File: src/rtl/cache_axi_bridge_pkg.sv
// Shared encodings and helpers for the cache-to-AXI bridge.
package cache_axi_bridge_pkg;

  localparam int unsigned ADDR_W = 32;
  localparam int unsigned DATA_W = 128;
  localparam int unsigned STRB_W = 16;
  localparam int unsigned TYPE_W = 3;
  localparam int unsigned SIZE_W = 3;
  localparam int unsigned RESP_W = 2;

  // Cache request type encodings (shared by read and write ports)
  localparam logic [TYPE_W-1:0] TYPE_BYTE = 3'b000;
  localparam logic [TYPE_W-1:0] TYPE_HALF = 3'b001;
  localparam logic [TYPE_W-1:0] TYPE_WORD = 3'b010;
  localparam logic [TYPE_W-1:0] TYPE_LINE = 3'b100;

  // AXI response codes
  localparam logic [RESP_W-1:0] RESP_OKAY   = 2'b00;
  localparam logic [RESP_W-1:0] RESP_SLVERR = 2'b10;
  localparam logic [RESP_W-1:0] RESP_DECERR = 2'b11;

  // Request type -> AXI size; unknown codes are treated as a word access
  function automatic logic [SIZE_W-1:0] type_to_size(input logic [TYPE_W-1:0] t);
    case (t)
      TYPE_BYTE: type_to_size = SIZE_W'(0);
      TYPE_HALF: type_to_size = SIZE_W'(1);
      TYPE_WORD: type_to_size = SIZE_W'(2);
      TYPE_LINE: type_to_size = SIZE_W'(4);
      default:   type_to_size = SIZE_W'(2);
    endcase
  endfunction

endpackage

File: src/rtl/cache_axi_bridge.sv
// Single-outstanding, single-beat bridge from cache read/write requests to AXI.
module cache_axi_bridge
  import cache_axi_bridge_pkg::*;
(
  input  logic              clk,
  input  logic              rst,
  // cache read port
  input  logic              rd_req,
  input  logic [TYPE_W-1:0] rd_type,
  input  logic [ADDR_W-1:0] rd_addr,
  output logic              rd_rdy,
  output logic              ret_valid,
  output logic              ret_last,
  output logic [DATA_W-1:0] ret_data,
  // cache write port
  input  logic              wr_req,
  input  logic [TYPE_W-1:0] wr_type,
  input  logic [ADDR_W-1:0] wr_addr,
  input  logic [STRB_W-1:0] wr_wstrb,
  input  logic [DATA_W-1:0] wr_data,
  output logic              wr_rdy,
  // AR channel
  output logic [ADDR_W-1:0] araddr,
  output logic [SIZE_W-1:0] arsize,
  output logic              arvalid,
  input  logic              arready,
  // R channel
  input  logic [DATA_W-1:0] rdata,
  input  logic [RESP_W-1:0] rresp,
  input  logic              rlast,
  input  logic              rvalid,
  output logic              rready,
  // AW channel
  output logic [ADDR_W-1:0] awaddr,
  output logic [SIZE_W-1:0] awsize,
  output logic              awvalid,
  input  logic              awready,
  // W channel
  output logic [DATA_W-1:0] wdata,
  output logic [STRB_W-1:0] wstrb,
  output logic              wvalid,
  input  logic              wready,
  // B channel
  input  logic [RESP_W-1:0] bresp,
  input  logic              bvalid,
  output logic              bready,
  output logic              bus_err
);

  typedef enum logic [2:0] {S_IDLE, S_AR, S_R, S_WR, S_B} state_e;

  state_e            state_q, state_d;
  logic [ADDR_W-1:0] addr_q, addr_d;
  logic [TYPE_W-1:0] type_q, type_d;
  logic [STRB_W-1:0] wstrb_q, wstrb_d;
  logic [DATA_W-1:0] wdata_q, wdata_d;
  logic              aw_done_q, aw_done_d;
  logic              w_done_q, w_done_d;
  logic              bus_err_q, bus_err_d;

  // State, latched payload, handshake flags and error pulse registers
  always_ff @(posedge clk) begin
    if (rst) begin
      state_q   <= S_IDLE;
      addr_q    <= '0;
      type_q    <= '0;
      wstrb_q   <= '0;
      wdata_q   <= '0;
      aw_done_q <= 1'b0;
      w_done_q  <= 1'b0;
      bus_err_q <= 1'b0;
    end else begin
      state_q   <= state_d;
      addr_q    <= addr_d;
      type_q    <= type_d;
      wstrb_q   <= wstrb_d;
      wdata_q   <= wdata_d;
      aw_done_q <= aw_done_d;
      w_done_q  <= w_done_d;
      bus_err_q <= bus_err_d;
    end
  end

  // Next-state, acceptance latching and channel handshake decode
  always_comb begin
    state_d   = state_q;
    addr_d    = addr_q;
    type_d    = type_q;
    wstrb_d   = wstrb_q;
    wdata_d   = wdata_q;
    aw_done_d = aw_done_q;
    w_done_d  = w_done_q;
    bus_err_d = 1'b0;

    wr_rdy    = 1'b0;
    rd_rdy    = 1'b0;
    arvalid   = 1'b0;
    rready    = 1'b0;
    awvalid   = 1'b0;
    wvalid    = 1'b0;
    bready    = 1'b0;
    ret_valid = 1'b0;
    ret_last  = 1'b0;
    ret_data  = '0;

    case (state_q)
      S_IDLE: begin
        wr_rdy = 1'b1;
        rd_rdy = ~wr_req;
        if (wr_req) begin
          addr_d    = wr_addr;
          type_d    = wr_type;
          wstrb_d   = wr_wstrb;
          wdata_d   = wr_data;
          aw_done_d = 1'b0;
          w_done_d  = 1'b0;
          state_d   = S_WR;
        end else if (rd_req) begin
          addr_d  = rd_addr;
          type_d  = rd_type;
          state_d = S_AR;
        end
      end
      S_AR: begin
        arvalid = 1'b1;
        if (arready) state_d = S_R;
      end
      S_R: begin
        rready = 1'b1;
        if (rvalid) begin
          ret_valid = 1'b1;
          ret_last  = rlast;
          ret_data  = rdata;
          bus_err_d = (rresp != RESP_OKAY);
          if (rlast) state_d = S_IDLE;
        end
      end
      S_WR: begin
        awvalid   = ~aw_done_q;
        wvalid    = ~w_done_q;
        aw_done_d = aw_done_q | (awvalid & awready);
        w_done_d  = w_done_q | (wvalid & wready);
        if (aw_done_d && w_done_d) begin
          aw_done_d = 1'b0;
          w_done_d  = 1'b0;
          state_d   = S_B;
        end
      end
      S_B: begin
        bready = 1'b1;
        if (bvalid) begin
          bus_err_d = (bresp != RESP_OKAY);
          state_d   = S_IDLE;
        end
      end
      default: state_d = S_IDLE;
    endcase
  end

  // Payloads come straight from the latch so they stay stable until handshake
  assign araddr  = (type_q == TYPE_LINE) ? {addr_q[ADDR_W-1:4], 4'b0000} : addr_q;
  assign arsize  = type_to_size(type_q);
  assign awaddr  = addr_q;
  assign awsize  = type_to_size(type_q);
  assign wdata   = wdata_q;
  assign wstrb   = wstrb_q;
  assign bus_err = bus_err_q;

endmodule

File: config.mk
export PLATFORM = sky130hd
export DESIGN_NAME = cache_axi_bridge
export DESIGN_NICKNAME = d
export VERILOG_FILES = /design/src/rtl/cache_axi_bridge_pkg.sv /design/src/rtl/cache_axi_bridge.sv
export SDC_FILE = /design/constraint.sdc
export NUM_CORES = 1
export LEC_CHECK = 0
export ABC_CLOCK_PERIOD_IN_PS = 2000
export CAP_MARGIN = 20
export CORE_AREA = 2 2 273 275
export CTS_BUF_LIST = sky130_fd_sc_hd__clkbuf_2 sky130_fd_sc_hd__clkbuf_4 sky130_fd_sc_hd__clkbuf_8
export DETAILED_ROUTE_END_ITERATION = 8
export DIE_AREA = 0 0 275 277
export GPL_TIMING_DRIVEN = 1
export SLEW_MARGIN = 10
export SYNTH_ARGS = -nofsm -noshare
export SYNTH_HDL_FRONTEND = slang
export SYNTH_SLANG_ARGS = --single-unit
File: constraint.sdc
create_clock -name clk -period 2 [get_ports clk]
set_clock_uncertainty 0.05 [all_clocks]
set_input_delay 0.5 -clock clk [delete_from_list [all_inputs] [get_ports clk]]
set_output_delay 0.5 -clock clk [all_outputs]
set_load 0.005 [all_outputs]
==> impl_summary.md <==
Run status
The run finished, with violations left. The checks that failed: negative setup slack.

Drt
Summing over every cut layer, the via total after detailed routing is 10600. The pre-antenna-repair detailed-routing pass consisted of 4 iterations. In this run, the number of DRC markers left after iteration 0 of detailed routing was approximately 380. After detailed routing, the met2 layer carries between 30 and 40 mm of wire. In the final routing, the length of wire on met1 measures roughly 21 mm. The highest layer used for signal routing is met5. The detailed-route vias per instance is 3.74. After detailed routing, the number of remaining DRC violations is 0. Once detail routing completed, the nets flagged for antenna violations numbered 0. In the final routed layout, each cell accounts on average for between 20 and 25 µm. The length of routed met3 wiring is 4.96 mm. The total detailed-routing wirelength is about 60 mm.

STA
The hold slack is ~0.27 ns. The fraction of the cycle the final worst path needs is 1.42. The final hold violation count came to 0. The normalized max-slew margin is 0.581.

The number of pins exceeding their max-slew limit in the final report was 0. The clock period minus final worst setup slack is between 2 and 3 ns. Across all setup checks in the final design, the least slack found is -0.831 ns. Based on the critical path, the design can be clocked at up to 353 MHz. Setup repair after global routing could not meet its margin everywhere.

At the pin with the least slew margin, the transition time is approximately 0.62 ns. The sum of negative setup slack is -101.10 ns. Setup violations remaining at the end of the flow were counted as 366.

Pwr
The largest vdd supply drop is roughly 0.64 mV. The power consumption is a little over 20000 µW. In this run the power density over the cells is around 1000 nW/µm². For this design the static power due to leakage is between 0.008 and 0.009 µW.

Worst setup path
STA puts the critical path data required time at 1.45 ns. The largest driver fanout on the critical path is 5. The worst setup path is captured at a primary output.

The sort of element at the start of the critical path is a primary input. STA puts the critical path data arrival time at about 2.3 ns. The worst setup path is of the in2out kind. The flop-to-flop setup slack is -0.16 ns.

The terminus of the critical flop-to-flop path is wdata[113]. Among all stages on the critical path, the largest delay is contributed by sky130_fd_sc_hd__clkdlybuf4s50_1. Traced cell by cell, the critical path runs through clkdlybuf4s50_1 -> and3_4 -> buf_6 -> buf_8 -> buf_16 -> buf_6 -> buf_6 -> buf_6 -> and2_4 -> buf_6. For this run, the slowest stage of the critical path takes ~0.53 ns.

The critical path's most frequent cell is sky130_fd_sc_hd__buf_6. The path depth of the worst reg2reg path is 9. The startpoint identified for the worst register-to-register timing path is state_q[1].

Yosys
The share of synthesized area occupied by flip-flops and latches is 0.448. The most used flip-flop cell after synthesis is sky130_fd_sc_hd__dfxtp_1. The library cell with the highest instance count after synthesis is sky130_fd_sc_hd__nand2_1. The number of standard cells after synthesis is about 1000. The number of storage elements in the synthesis netlist is about 190. The most area-hungry cell type in the Yosys netlist is sky130_fd_sc_hd__dfxtp_1. Synthesis instantiated 31 different standard cells from the library.

In the synthesized netlist, the cells that appear most often are sky130_fd_sc_hd__nand2_1 (292), sky130_fd_sc_hd__dfxtp_1 (185), sky130_fd_sc_hd__a21oi_1 (147), sky130_fd_sc_hd__and2_1 (130), sky130_fd_sc_hd__clkbuf_1 (46). The cell area after technology mapping is 8270 µm². The total number of yosys warnings is 0. The top cell type's share of synthesized area is 0.448. Yosys mapped a number of flops with a built-in enable equal to 0. Of all flip-flops after synthesis, the portion carrying an async set or reset was 0. After synthesis, the mean cell area works out to 8.15 µm². Synthesis produced a netlist with a net count of 1371.

In the post-synthesis netlist, the biggest area contributors are sky130_fd_sc_hd__dfxtp_1 (45%), sky130_fd_sc_hd__nand2_1 (13%), sky130_fd_sc_hd__and2_1 (9.8%).

Floorplan
The floorplan step set the die width to around 280 µm. The I/O pin count is 708. The die height is between 200 and 300 µm. The region available for standard cell placement spans 73600 µm². The starting utilization of the core area is 0.112. The floorplan step defined a die boundary enclosing between 70000 and 80000 µm².

The floorplan has 100 rows.

GRT
The via count of the first global-routing pass is 9715. The total overflow left after global routing is 0. For this run, the total global-route usage over all layers was measured as 0.133. The initial antenna violation count is 18. The pin count of the biggest net entering global routing is between 60 and 70.

The first-pass GRT wire length is roughly 72 mm.

Placement
The HPWL after detailed placement is between 40 and 50 mm. Once placement completed, the tool counted placed cells totaling 2647. The number of buffers added on ports is ~710. The placer congestion estimate is roughly 0.8. Prior to clock tree synthesis, the placed netlist has a worst setup slack of -0.892 ns.

Final layout
The filler-free cell count of the finished design is 2824. For this run, the post-layout net count is 2192. The area added between synthesis and finish is 149%. Of the cells placed in the final design, the portion with a size suffix greater than 1 is 0.407.

Min path
The startpoint of the lowest-slack hold path is rst. The type of the most critical hold path is in2reg. The worst-case hold path end point is w_done_q.

The worst hold path passes through 2 cells.

Clock tree
The clock-pin slew of the registers on the worst-case setup and hold paths is ~0.13 ns. The number of sinks on the clock net is 185. The clock latency on the worst-skew pair is 0.56 ns.

The worst-case clock buffer depth is 2. TritonCTS built the clock tree. Buffers inserted during clock tree synthesis total 17.

The H-tree was split into 4 levels. The number of hold buffers added after CTS is 0. The clock tree root buffer cell is sky130_fd_sc_hd__clkbuf_8.

Job
The total of max-cap violations is 0.
==> cell families (layout without fill, tap and decap cells) <==
kind of cell    Yosys count  count (layout)  share of synthesized area
buf+inv                 117             949                     0.0868
mux                      37              37                     0.0451
compound gates          192             194                      0.153
simple gates            484             484                      0.267
other cells               0               6                          0
flops                   185             185                      0.448
==> area by class of cell <==
class,count,area [µm²]
Antenna cell,6,15.0
Clock buffer,17,234
Clock inverter,15,155
Fill cell,7755,53000
Inverter,4,17.5
Multi-Input combinational cell,715,5100
Sequential cell,185,3770
Tap cell,969,1210
Timing Repair Buffer,913,10100
==> power breakdown <==
part	switching (µW)	total, µW	internal [µW]
registers	726	5430	4700
clock network	1740	2770	1030
logic	5210	12400	7180
total	7680	20600	12900
==> layout by cell type, fill, tap and decap left out, types with 30 or more instances in the layout <==
master	synthesis	layout
sky130_fd_sc_hd__a211oi_2	35	35
sky130_fd_sc_hd__a21oi_1	147	80
sky130_fd_sc_hd__a21oi_2	1	68
sky130_fd_sc_hd__and2_4	0	105
sky130_fd_sc_hd__buf_12	0	39
sky130_fd_sc_hd__buf_4	43	65
sky130_fd_sc_hd__buf_6	14	170
sky130_fd_sc_hd__clkdlybuf4s50_1	0	505
sky130_fd_sc_hd__dfxtp_1	185	155
sky130_fd_sc_hd__dlymetal6s2s_1	0	30
sky130_fd_sc_hd__mux2i_1	35	35
sky130_fd_sc_hd__nand2_1	292	204
sky130_fd_sc_hd__nand2_4	0	63
==> routing by layer <==
metal  GRT usage  up-vias
met3      0.0492      110
met4      0.0665       16
li1            -     4938
met2       0.246      506
met5           0        -
met1       0.128     4982
==> per-stage QoR <==
step	cell area, µm²	util
2_1_floorplan	8270	-
5_1_grt	20600	0.279
6_report	20600	0.280
4_1_cts	17900	0.244
3_5_place_dp	16700	0.227
3_3_place_gp	16700	0.227
==> registers in the layout (all words and copies together), names as in the netlist <==
signal     count
aw_done_q      1
wdata        128
w_done_q       1
awaddr        32
wstrb         16
type_q         3
state_q        3
bus_err        1
==> worst max-delay path: cells and delay by family <==
kind	cells	cell delay, ns
and+or+nand+nor	2	0.42
buffers and inverters	8	1.35
==> worst max path at each step <==
stage / slack [ns] / endpoint / from
after floorplan: 0.07 / ret_data[0] / state_q[0]
after CTS: -1.01 / ret_data[38] / state_q[0]
after detailed placement: -0.89 / ret_data[38] / rvalid
after global placement: -0.88 / ret_data[38] / rvalid
after global routing: -0.93 / ret_data[88] / state_q[2]
final: -0.83 / ret_data[88] / rvalid
==> timing repair <==
item | in CTS | in global routing
buffers inserted | 53 | 59
pin swaps | 27 | 173
gates cloned | 7 | 42
gates resized for setup | 550 | 675
setup endpoints to repair | 501 | 508
Note: power is estimated with default switching activity, not from simulation.
